--- config.mk ---
export PLATFORM = sky130hd
export DESIGN_NAME = vga_sprite_renderer_flat
export DESIGN_NICKNAME = d
export VERILOG_FILES = /design/src/rtl/vga_sprite_renderer_if.sv /design/src/rtl/vga_sprite_renderer.sv /design/src/flat_wrapper.sv
export SDC_FILE = /design/constraint.sdc
export NUM_CORES = 1
export LEC_CHECK = 0
export ABC_AREA = 0
export CAP_MARGIN = 20
export CORE_MARGIN = 5
export CORE_UTILIZATION = 46
export DETAILED_ROUTE_END_ITERATION = 6
export HOLD_SLACK_MARGIN = 0.05
export PLACE_DENSITY = 0.77
export SLEW_MARGIN = 10
export SYNTH_ARGS = -nofsm -noshare
export SYNTH_HDL_FRONTEND = slang
export SYNTH_SLANG_ARGS = --single-unit
--- constraint.sdc ---
create_clock -name clk -period 2.1 [get_ports clk]
set_input_delay 0.42 -clock clk [delete_from_list [all_inputs] [get_ports clk]]
set_output_delay 0.42 -clock clk [all_outputs]
set_load 0.005 [all_outputs]
--- src/rtl/vga_sprite_renderer_if.sv ---
// ============================================================================
// Module   : vga_sprite_renderer_if
// Purpose  : Sprite-position handshake between game logic and the renderer.
//            The game logic offers a new top-left position (posX, posY) with
//            posValid. The renderer accepts it on a clock edge where both
//            posValid and posReady are high.
// Signals  : posValid  - new position offered (master -> slave)
//            posReady  - renderer can accept a position (slave -> master)
//            posX/posY - requested sprite top-left corner, 10 bits each
// Revision : 1.0 - initial release
// ============================================================================
`default_nettype none

interface vga_sprite_renderer_if;
  logic       posValid;
  logic       posReady;
  logic [9:0] posX;
  logic [9:0] posY;

  modport master (output posValid, output posX, output posY, input  posReady);
  modport slave  (input  posValid, input  posX, input  posY, output posReady);
endinterface

`default_nettype wire

--- src/rtl/vga_sprite_renderer.sv ---
// ============================================================================
// Module   : vga_sprite_renderer
// Purpose  : Pixel source for the VGA controller. Composites a 16x16 sprite
//            with clipped corners over a checkerboard background. The
//            latency from pixel coordinate to RGB is fixed at 2 cycles.
//            Sprite position updates are double-buffered and take effect
//            only at frame start, so a visible frame never tears.
// Ports    : clk        - pixel clock
//            rstN       - asynchronous active-low reset
//            pixelX/Y   - current pixel coordinate (10 bits each)
//            videoOn    - coordinate lies inside the visible area
//            frameStart - one-cycle pulse at the start of vertical blanking
//            pos        - position handshake (slave side)
//            outRed/outGreen/outBlue - 8-bit colour channels
//            outValid   - videoOn aligned with the RGB outputs
//            frameCount - number of frameStart pulses since reset (wraps)
// Revision : 1.0 - initial release
// ============================================================================
`default_nettype none

module vga_sprite_renderer #(
  parameter int          H_ACTIVE   = 640,
  parameter int          V_ACTIVE   = 480,
  parameter int          INIT_X     = 312,
  parameter int          INIT_Y     = 232,
  parameter int          TILE_LOG2  = 5,
  parameter logic [23:0] SPRITE_RGB = 24'hFF0000,
  parameter logic [23:0] BG_A_RGB   = 24'h202020,
  parameter logic [23:0] BG_B_RGB   = 24'h404040
) (
  input  wire logic                  clk,
  input  wire logic                  rstN,
  input  wire logic [9:0]            pixelX,
  input  wire logic [9:0]            pixelY,
  input  wire logic                  videoOn,
  input  wire logic                  frameStart,
  vga_sprite_renderer_if.slave       pos,
  output logic [7:0]                 outRed,
  output logic [7:0]                 outGreen,
  output logic [7:0]                 outBlue,
  output logic                       outValid,
  output logic [15:0]                frameCount
);

  localparam logic [9:0]  C_INIT_X    = 10'(INIT_X);
  localparam logic [9:0]  C_INIT_Y    = 10'(INIT_Y);
  localparam logic [10:0] C_H_ACTIVE  = 11'(H_ACTIVE);
  localparam logic [10:0] C_V_ACTIVE  = 11'(V_ACTIVE);
  localparam logic [10:0] C_SPRITE_SZ = 11'd16;

  typedef enum logic [0:0] {
    IDLE    = 1'b0,
    PENDING = 1'b1
  } state_t;

  // --------------------------------------------------------------------------
  // Position handshake and double buffering
  // --------------------------------------------------------------------------
  state_t     state_q, state_d;
  logic [9:0] shadowX_q, shadowX_d;
  logic [9:0] shadowY_q, shadowY_d;
  logic [9:0] activeX_q, activeX_d;
  logic [9:0] activeY_q, activeY_d;
  logic       posReady_q;
  logic [15:0] frameCount_q;
  logic       accept;

  // posReady is a register so that it reads 0 throughout reset and rises on
  // the first edge after release; a position is only taken when it is high.
  assign accept       = pos.posValid && posReady_q;
  assign pos.posReady = posReady_q;
  assign frameCount   = frameCount_q;

  always_comb begin
    state_d   = state_q;
    shadowX_d = shadowX_q;
    shadowY_d = shadowY_q;
    activeX_d = activeX_q;
    activeY_d = activeY_q;
    case (state_q)
      IDLE: begin
        // A frameStart on the accepting edge does not apply the new position;
        // it waits for the following frameStart.
        if (accept) begin
          shadowX_d = pos.posX;
          shadowY_d = pos.posY;
          state_d   = PENDING;
        end
      end
      PENDING: begin
        if (frameStart) begin
          activeX_d = shadowX_q;
          activeY_d = shadowY_q;
          state_d   = IDLE;
        end
      end
      default: state_d = IDLE;
    endcase
  end

  always_ff @(posedge clk or negedge rstN) begin
    if (!rstN) begin
      state_q      <= IDLE;
      shadowX_q    <= '0;
      shadowY_q    <= '0;
      activeX_q    <= C_INIT_X;
      activeY_q    <= C_INIT_Y;
      posReady_q   <= 1'b0;
      frameCount_q <= '0;
    end else begin
      state_q    <= state_d;
      shadowX_q  <= shadowX_d;
      shadowY_q  <= shadowY_d;
      activeX_q  <= activeX_d;
      activeY_q  <= activeY_d;
      posReady_q <= (state_d == IDLE);
      if (frameStart) begin
        frameCount_q <= frameCount_q + 16'd1;
      end
    end
  end

  // --------------------------------------------------------------------------
  // Stage 1: sprite hit test, sprite-local offset, tile parity
  // --------------------------------------------------------------------------
  logic [10:0] px, py, sx, sy;
  logic        inSprite;
  logic        visible;
  logic [3:0]  dx, dy;
  logic        parity;

  // 11-bit compares so sx+16 never wraps: sprites near 1023 simply clip.
  assign px = {1'b0, pixelX};
  assign py = {1'b0, pixelY};
  assign sx = {1'b0, activeX_q};
  assign sy = {1'b0, activeY_q};

  assign inSprite = (px >= sx) && (px < sx + C_SPRITE_SZ) &&
                    (py >= sy) && (py < sy + C_SPRITE_SZ);
  assign dx       = pixelX[3:0] - activeX_q[3:0];
  assign dy       = pixelY[3:0] - activeY_q[3:0];
  assign parity   = pixelX[TILE_LOG2] ^ pixelY[TILE_LOG2];

  // Guard against a timing source asserting videoOn outside the active area.
  assign visible  = videoOn && (px < C_H_ACTIVE) && (py < C_V_ACTIVE);

  logic       s1InSprite_q;
  logic [3:0] s1Dx_q, s1Dy_q;
  logic       s1Parity_q;
  logic       s1Video_q;

  always_ff @(posedge clk or negedge rstN) begin
    if (!rstN) begin
      s1InSprite_q <= 1'b0;
      s1Dx_q       <= '0;
      s1Dy_q       <= '0;
      s1Parity_q   <= 1'b0;
      s1Video_q    <= 1'b0;
    end else begin
      s1InSprite_q <= inSprite;
      s1Dx_q       <= dx;
      s1Dy_q       <= dy;
      s1Parity_q   <= parity;
      s1Video_q    <= visible;
    end
  end

  // --------------------------------------------------------------------------
  // Stage 2: corner mask, colour select, blanking
  // --------------------------------------------------------------------------
  logic        cornerX, cornerY, spriteOpaque;
  logic [23:0] colour;

  assign cornerX      = (s1Dx_q == 4'd0) || (s1Dx_q == 4'd15);
  assign cornerY      = (s1Dy_q == 4'd0) || (s1Dy_q == 4'd15);
  assign spriteOpaque = s1InSprite_q && !(cornerX && cornerY);

  always_comb begin
    colour = BG_A_RGB;
    if (!s1Video_q) begin
      colour = 24'h000000;
    end else if (spriteOpaque) begin
      colour = SPRITE_RGB;
    end else if (s1Parity_q) begin
      colour = BG_B_RGB;
    end
  end

  always_ff @(posedge clk or negedge rstN) begin
    if (!rstN) begin
      outRed   <= '0;
      outGreen <= '0;
      outBlue  <= '0;
      outValid <= 1'b0;
    end else begin
      outRed   <= colour[23:16];
      outGreen <= colour[15:8];
      outBlue  <= colour[7:0];
      outValid <= s1Video_q;
    end
  end

endmodule

`default_nettype wire

--- src/flat_wrapper.sv ---
// flat-port wrapper written by rule: the top's interface ports become plain ports
module vga_sprite_renderer_flat 
#(
  parameter int          H_ACTIVE   = 640,
  parameter int          V_ACTIVE   = 480,
  parameter int          INIT_X     = 312,
  parameter int          INIT_Y     = 232,
  parameter int          TILE_LOG2  = 5,
  parameter logic [23:0] SPRITE_RGB = 24'hFF0000,
  parameter logic [23:0] BG_A_RGB   = 24'h202020,
  parameter logic [23:0] BG_B_RGB   = 24'h404040
)
  (clk, rstN, pixelX, pixelY, videoOn, frameStart, outRed, outGreen, outBlue, outValid, frameCount, pos_posValid, pos_posX, pos_posY, pos_posReady);
  vga_sprite_renderer_if pos_i ();
  input  wire logic clk;
  input  wire logic rstN;
  input  wire logic [9:0] pixelX;
  input  wire logic [9:0] pixelY;
  input  wire logic videoOn;
  input  wire logic frameStart;
  output logic [7:0] outRed;
  output logic [7:0] outGreen;
  output logic [7:0] outBlue;
  output logic outValid;
  output logic [15:0] frameCount;
  input wire logic [$bits(pos_i.posValid)-1:0] pos_posValid;
  input wire logic [$bits(pos_i.posX)-1:0] pos_posX;
  input wire logic [$bits(pos_i.posY)-1:0] pos_posY;
  output wire logic [$bits(pos_i.posReady)-1:0] pos_posReady;
  assign pos_i.posValid = pos_posValid;
  assign pos_i.posX = pos_posX;
  assign pos_i.posY = pos_posY;
  assign pos_posReady = pos_i.posReady;
  vga_sprite_renderer #(.H_ACTIVE(H_ACTIVE), .V_ACTIVE(V_ACTIVE), .INIT_X(INIT_X), .INIT_Y(INIT_Y), .TILE_LOG2(TILE_LOG2), .SPRITE_RGB(SPRITE_RGB), .BG_A_RGB(BG_A_RGB), .BG_B_RGB(BG_B_RGB)) u_core (.clk(clk), .rstN(rstN), .pixelX(pixelX), .pixelY(pixelY), .videoOn(videoOn), .frameStart(frameStart), .pos(pos_i), .outRed(outRed), .outGreen(outGreen), .outBlue(outBlue), .outValid(outValid), .frameCount(frameCount));
endmodule
==> results of run 1 <==
## layout make-up
| type | instances | area [sq um] |
|---|---|---|
| sequential | 75 | 1890 |
| fill | 654 | 3010 |
| inverter | 31 | 116 |
| clock buffer | 10 | 128 |
| multi-input combinational | 217 | 1900 |
| tap | 105 | 131 |
| clock inverter | 6 | 90.1 |
| timing repair buffer | 109 | 1040 |
## kinds of logic (layout without fill, tap and decap cells)
logic type               count (synthesis)  after routing
multiplexers                            41             41
adder cells (fa/ha/maj)                 37             37
other                                    1             12
buffers and inverters                   55            156
XOR/XNOR                                28             28
AO/OA/AOI/OAI                           33             33
flip-flops                              75             75
AND/OR/NAND/NOR                         66             66
## worst max path at each step
stage | slack, ns | start | end | cells past startpoint
after floorplan | 0.12 | u_core.activeX_q[4]$_DFFE_PN1P_ | u_core.s1InSprite_q$_DFF_PN0_ | 9
after global placement | -0.13 | pixelY[0] | u_core.s1InSprite_q$_DFF_PN0_ | 8
after detailed placement | -0.21 | u_core.activeX_q[4]$_DFFE_PN1P_ | u_core.s1InSprite_q$_DFF_PN0_ | 10
after CTS | 0.05 | u_core.activeX_q[4]$_DFFE_PN1P_ | u_core.s1InSprite_q$_DFF_PN0_ | 8
after global routing | -0.09 | u_core.activeY_q[5]$_DFFE_PN1P_ | u_core.s1InSprite_q$_DFF_PN0_ | 9
final | 0.04 | u_core.activeX_q[4]$_DFFE_PN1P_ | u_core.s1InSprite_q$_DFF_PN0_ | 9
## power breakdown
part | leakage (nW) | switching [mW] | internal, mW
sequential | 0.904 | 0.423 | 2.08
clock | 0.107 | 0.536 | 0.674
combinational | 1.40 | 1.27 | 1.70
## worst max-delay path, stage by stage, from the launching register on
cell,delay [ns]
dfstp_2,0.58
ha_4,0.16
nand3_2,0.08
xnor2_1,0.13
ha_1,0.32
a21oi_2,0.13
nor2b_1,0.06
o22ai_1,0.12
o311ai_1,0.15
nor4b_2,0.23
## Yosys cell counts, drive strengths merged, types with 2 or more instances
cell    n  area share [%]
or4     2            0.47
dfrtp  67              42
o21ai   4            0.51
a31oi   2            0.32
o22ai   2            0.32
inv    31             2.9
and3    2            0.32
mux2   41              12
nor3    2            0.25
nand3  14             1.8
dfstp   8             5.3
a21oi  11             1.4
fa      2             1.0
nor2    5            0.47
nand4  10             1.6
and2    2            0.38
xnor2  21             4.6
ha     35              11
a21o    5            0.95
and4    4            0.89
nand2  14             1.3
nor2b   5            0.85
and4b   2            0.51
buf    24             4.2
xor2    7             1.5
## metrics by stage
step           worst slack, ns  area [sq um]  util, %  hold WS, ns
2_1_floorplan            0.122          4000        -        0.124
5_1_grt                -0.0925          5290     63.7        0.106
4_1_cts                 0.0545          5290     63.7       0.0974
3_5_place_dp            -0.212          4980     60.0        0.440
6_report                0.0427          5290     63.7       0.0671
3_3_place_gp            -0.131          4980     60.0        0.428
## per-layer routing
layer	GRT usage, %	vias to the layer above	part of all wire (%)
met5	0	-	0
met4	6.08	0	1.2
met3	4.13	11	6.9
met2	28.5	89	50
met1	20.0	1339	42
li1	-	1346	-
## what timing repair did
action / CTS / global route
endpoints found under the hold margin: 0 / 0
gates resized for setup: 15 / 0
pin swaps: 10 / 0
setup buffers: 3 / 0
setup endpoints to repair: 1 / 1
## state kept, by name, summed over array words and instances, names as in the netlist
register	count
u_core.activeX_q	10
u_core.activeY_q	10
u_core.frameCount	16
u_core.outBlue	2
u_core.outRed	3
u_core.outValid	1
u_core.pos.posReady	1
u_core.s1Dx_q	4
u_core.s1Dy_q	4
u_core.s1InSprite_q	1
u_core.s1Parity_q	1
u_core.s1Video_q	1
u_core.shadowX_q	10
u_core.shadowY_q	10
u_core.state_q	1
==> run_results.csv, run 1 <==
group,metric,value,unit
power_and_ir_drop,static-leakage-power,2.41,nW
timing,final_hold_viol_count,0,
synthesis,post_synth_xor_area_fraction,6.20,%
cts,clock_tree.root_cell,"clkbuf_8",
grt,grt_first_pass_wirelength,13600,um
synthesis,synth_top_flop_cell,"dfrtp_1",
route,route.antenna.remaining_nets,0,
critical_path,critical_path_required,2.36,ns
place,port_buffers,74,
grt,grt_max_degree,76,
grt,grt_use_total,16.5,%
worst_hold_path,min_path_type,"input pin to async pin",
final_layout,final_common_cell,"clkdlybuf4s50_1",
critical_path,rrSetupSlack,0.04,ns
synthesis,avgSynthCellArea,11.8,sq um
synthesis,mappedNetlistArea,3960,sq um
final_layout,area_growth,33.6,%
critical_path,reg2regPathDepth,9,
grt,globalRouteOverflowTotal,0,
synthesis,yosys.cell_types.count,42,
cts,cts.htree.levels,3,
floorplan,floorplan.die.height,103,um
synthesis,synth-seq-cells,75,
cts,clock_path_buffers,2,
critical_path,cp-end-kind,"register",
route,routed_wire_length_per_instance,14.7,um
floorplan,dieWidth,103,um
synthesis,synth_edf_count,0,
synthesis,combinational_family_with_the_most_area_after_synthesis,"adder cells",
place,dp.cells,535,
place,dp_hpwl,6130,um
cts,cts-buffers-inserted,9,
critical_path,timing.rr.start,"u_core.activeX_q[4]$_DFFE_PN1P_",
route,via_count_normalized_by_instance_count,5.04,
floorplan,core-area,8300,sq um
cts,clock_transition_at_the_register_clock_pins_on_the_worst_setup_and_hold_paths_after_cts,0.08,ns
route,drt_first_iter_violations,55,
floorplan,boundaryPins,87,
timing,setup_viol_count_final,0,
critical_path,worst-setup-path-type,"register to register",
cts,tritoncts_clock_tree,"done",
cts,hold_buffers,0,
synthesis,synth-seq-area-share,47.7,%
grt,grt_pass1_vias,2962,
floorplan,start_util,47.7,%
timing,timing.final.max_slew_violations,0,
synthesis,synth_fa_ha_area_share,12.1,%
place,gp_routability_congestion,0.832,
floorplan,placement_rows,33,
synthesis,synthesis.yosys.warnings,0,
synthesis,count_of_mapped_cells_out_of_synthesis,336,
timing,tns,0,ns
final_layout,stdcell_count,553,
power_and_ir_drop,vdd_drop_max,0.566,mV
route,detailedRoute.firstPassIterationCount,5,
route,routed-via-count,2785,
timing,peak_clock_frequency_supported_by_timing,486,MHz
synthesis,synthSimpleGateAreaFrac,9.64,%
power_and_ir_drop,pwr_density_cell,1260,nW/um^2
cts,clk_latency,0.35,ns
floorplan,die-area,10600,sq um
timing,finClkSkew,0.0132,ns
route,finalWirelength,8140,um
timing,fin_crit_sh,98.0,%
route,drc,0,
final_layout,drive_above_1_share,25.7,%
synthesis,multiplexer_share_of_the_synthesized_area,11.7,%
final_layout,final_net_count,525,
run,drv_cap,0,
synthesis,synth-async-reset-ratio,100,%
power_and_ir_drop,report.power.total,6.69,mW
critical_path,worstPathMaxFanout,4,
critical_path,arrival,2.32,ns
cts,clock-sinks,75,
final_layout,antenna-diode-count,0,
critical_path,worstSetupStartpointType,"register",
grt,grt_antenna_before_repair,0,
final_layout,most-common-layout-cells,"73 x clkdlybuf4s50_1, 67 x dfrtp_1, 41 x mux2_2",
synthesis,synth_compound_area_share,5.47,%
timing,rsz_0062_raised_after_global_routing,"true",
critical_path,worstReg2RegEnd,"u_core.s1InSprite_q$_DFF_PN0_",
timing,finalCriticalPeriod,2.06,ns
run_status,run_status,"complete, no violations",
No activity file was read; power rests on OpenSTA's default activity.
==> run 2, diff against run 1 <==
--- a/config.mk
+++ b/config.mk
@@ -5,13 +5,12 @@
 export SDC_FILE = /design/constraint.sdc
 export NUM_CORES = 1
 export LEC_CHECK = 0
-export ABC_AREA = 0
 export CAP_MARGIN = 20
 export CORE_MARGIN = 5
-export CORE_UTILIZATION = 46
+export CORE_UTILIZATION = 50
 export DETAILED_ROUTE_END_ITERATION = 6
 export HOLD_SLACK_MARGIN = 0.05
-export PLACE_DENSITY = 0.77
+export PLACE_DENSITY = 0.79
 export SLEW_MARGIN = 10
 export SYNTH_ARGS = -nofsm -noshare
 export SYNTH_HDL_FRONTEND = slang
==> constraint.sdc (replaced) <==
create_clock -name clk -period 2.3 [get_ports clk]
set_input_delay 0.46 -clock clk [delete_from_list [all_inputs] [get_ports clk]]
set_output_delay 0.46 -clock clk [all_outputs]
set_load 0.005 [all_outputs]
==> run 2 against run 1 <==
Register-to-register slack better by 0.09 ns. Largest cell class is now registers. Critical path depth is the same. Non-clock buffer count decreased by 26. Clock-buffer cell count fell by 1. Sequential share of layout area grew 2.0 points. Largest power group unchanged. Sequential power decreased by 9.2%. Setup slack better by 0.092 ns. Via count fell by 4.3%.
==> run_results.csv, run 2 (synthesis results as in run 1) <==
group,metric,value,unit
critical_path,worstPathCellList,"ha_4 -> nand3_1 -> xnor2_1 -> ha_1 -> a21oi_1 -> nor2b_1 -> o22ai_1 -> o311ai_1 -> nor4b_1",
cts,cts.htree.levels,3,
power_and_ir_drop,static-leakage-power,2.27,nW
run,drv_cap,0,
power_and_ir_drop,vdd_drop_max,0.676,mV
final_layout,antenna-diode-count,0,
grt,grt_use_total,16.4,%
place,gp_routability_congestion,0.896,
cts,clk_latency,0.35,ns
power_and_ir_drop,pwr_density_cell,1120,nW/um^2
floorplan,dieWidth,99.0,um
cts,clock_tree.root_cell,"clkbuf_8",
timing,rsz_0062_raised_after_global_routing,"false",
cts,tritoncts_clock_tree,"done",
critical_path,critical_path_required,2.54,ns
floorplan,placement_rows,32,
timing,fin_crit_sh,94.2,%
critical_path,worstPathMaxFanout,4,
critical_path,path_delay_family,"flip-flops",
route,route.antenna.remaining_nets,0,
grt,globalRouteOverflowTotal,0,
timing,finClkSkew,0.0104,ns
critical_path,crit_buf_inv,0,
cts,clock_transition_at_the_register_clock_pins_on_the_worst_setup_and_hold_paths_after_cts,0.08,ns
cts,cts-buffers-inserted,9,
timing,peak_clock_frequency_supported_by_timing,462,MHz
place,dp.cells,507,
final_layout,stdcell_count,524,
route,finalWirelength,7640,um
final_layout,final_common_cell,"clkdlybuf4s50_1",
grt,grt_max_degree,76,
critical_path,worst-setup-path-type,"register to register",
final_layout,drive_above_1_share,20.1,%
cts,clock_path_buffers,2,
floorplan,core-area,7730,sq um
timing,whs,0.143,ns
place,dpl_cell_area,4770,sq um
grt,grt_pass1_vias,2810,
timing,timing.final.max_slew_violations,0,
floorplan,die-area,9790,sq um
critical_path,critical_path.max_stage_delay,0.58,ns
worst_hold_path,min_path_type,"input pin to async pin",
floorplan,start_util,51.2,%
final_layout,final_net_count,499,
route,drc,0,
timing,finalCriticalPeriod,2.17,ns
grt,grt_first_pass_wirelength,12900,um
final_layout,area_growth,26.6,%
floorplan,boundaryPins,87,
critical_path,arrival,2.40,ns
route,detailedRoute.firstPassIterationCount,4,
critical_path,cp-end-kind,"register",
critical_path,crit_path_top_delay_cell,"dfstp_2",
final_layout,most-common-layout-cells,"73 x clkdlybuf4s50_1, 67 x dfrtp_1, 41 x mux2_2",
place,port_buffers,74,
route,via_count_normalized_by_instance_count,5.08,
timing,setup_viol_count_final,0,
route,routed_wire_length_per_instance,14.6,um
timing,final_hold_viol_count,0,
critical_path,worstSetupStartpointType,"register",
final_layout,layout.cell_area.non_filler,5010,sq um
final_layout,fill_cells,609,
floorplan,floorplan.die.height,99.0,um
route,routed-via-count,2664,
route,drt_first_iter_violations,63,
run_status,run_status,"complete, no violations",
final_layout,largest_register_ffs,16,
cts,clock-sinks,75,
place,dp_hpwl,5850,um
grt,grt_antenna_before_repair,0,
[run 2: layer usage]
metal  vias up  global-route usage, %  part of all wire (%)
met3         5                   6.94                   8.4
met2        80                   27.6                    49
li1       1302                      -                     -
met5         -                      0                     0
met1      1277                   19.3                    42
met4         0                   4.20                  0.77
[run 2: repair_timing]
action / 4_1_cts / 5_1_grt
setup endpoints to repair: 0 / 1
resized for setup: 0 / 8
hold endpoints to repair: 0 / 0
hold buffers: 0 / 0
setup buffers: 0 / 1
[run 2: area by class of cell]
class                   instances  area, sq um  share of cell area [%]
clock inverters                 7         73.8                    1.47
clock buffers                   9          124                    2.47
multi-input cells             217         1870                    37.3
repair buffers                 83          816                    16.3
flip-flops and latches         75         1890                    37.7
well taps                     102          128                    2.55
inverters                      31          116                    2.32
[run 2: worst paths after layout]
kind	depth (start not counted)	from	to	slack, ns
max	9	u_core.activeX_q[5]$_DFFE_PN1P_	u_core.s1InSprite_q$_DFF_PN0_	0.13
min	2	rstN	u_core.outRed[5]$_DFF_PN0_	0.14
max reg2reg	9	u_core.activeX_q[5]$_DFFE_PN1P_	u_core.s1InSprite_q$_DFF_PN0_	0.13
min reg2reg	1	u_core.frameCount[15]$_DFFE_PN0P_	u_core.frameCount[15]$_DFFE_PN0P_	0.48
max in group asynchronous	2	rstN	u_core.activeY_q[7]$_DFFE_PN1P_	1.82
min in group clk	1	u_core.frameCount[15]$_DFFE_PN0P_	u_core.frameCount[15]$_DFFE_PN0P_	0.48
[run 2: through the flow]
step | setup slack [ns] | utilization [%] | power (mW) | TNS (ns)
final | 0.134 | 64.8 | 5.62 | 0
after global routing | 0.00653 | 64.8 | 6.10 | 0
after global placement | 0.0287 | 61.7 | 4.43 | 0
after detailed placement | -0.0470 | 61.7 | 4.57 | -0.0470
after CTS | 0.107 | 64.2 | 5.61 | 0
after floorplan | 0.322 | - | 3.83 | 0
[run 2: power by group]
group	internal (mW)	switching, mW	total [mW]
Clock	0.506	0.497	1.00
Combinational	1.29	1.04	2.33
Sequential	1.90	0.378	2.28
Total	3.70	1.92	5.62
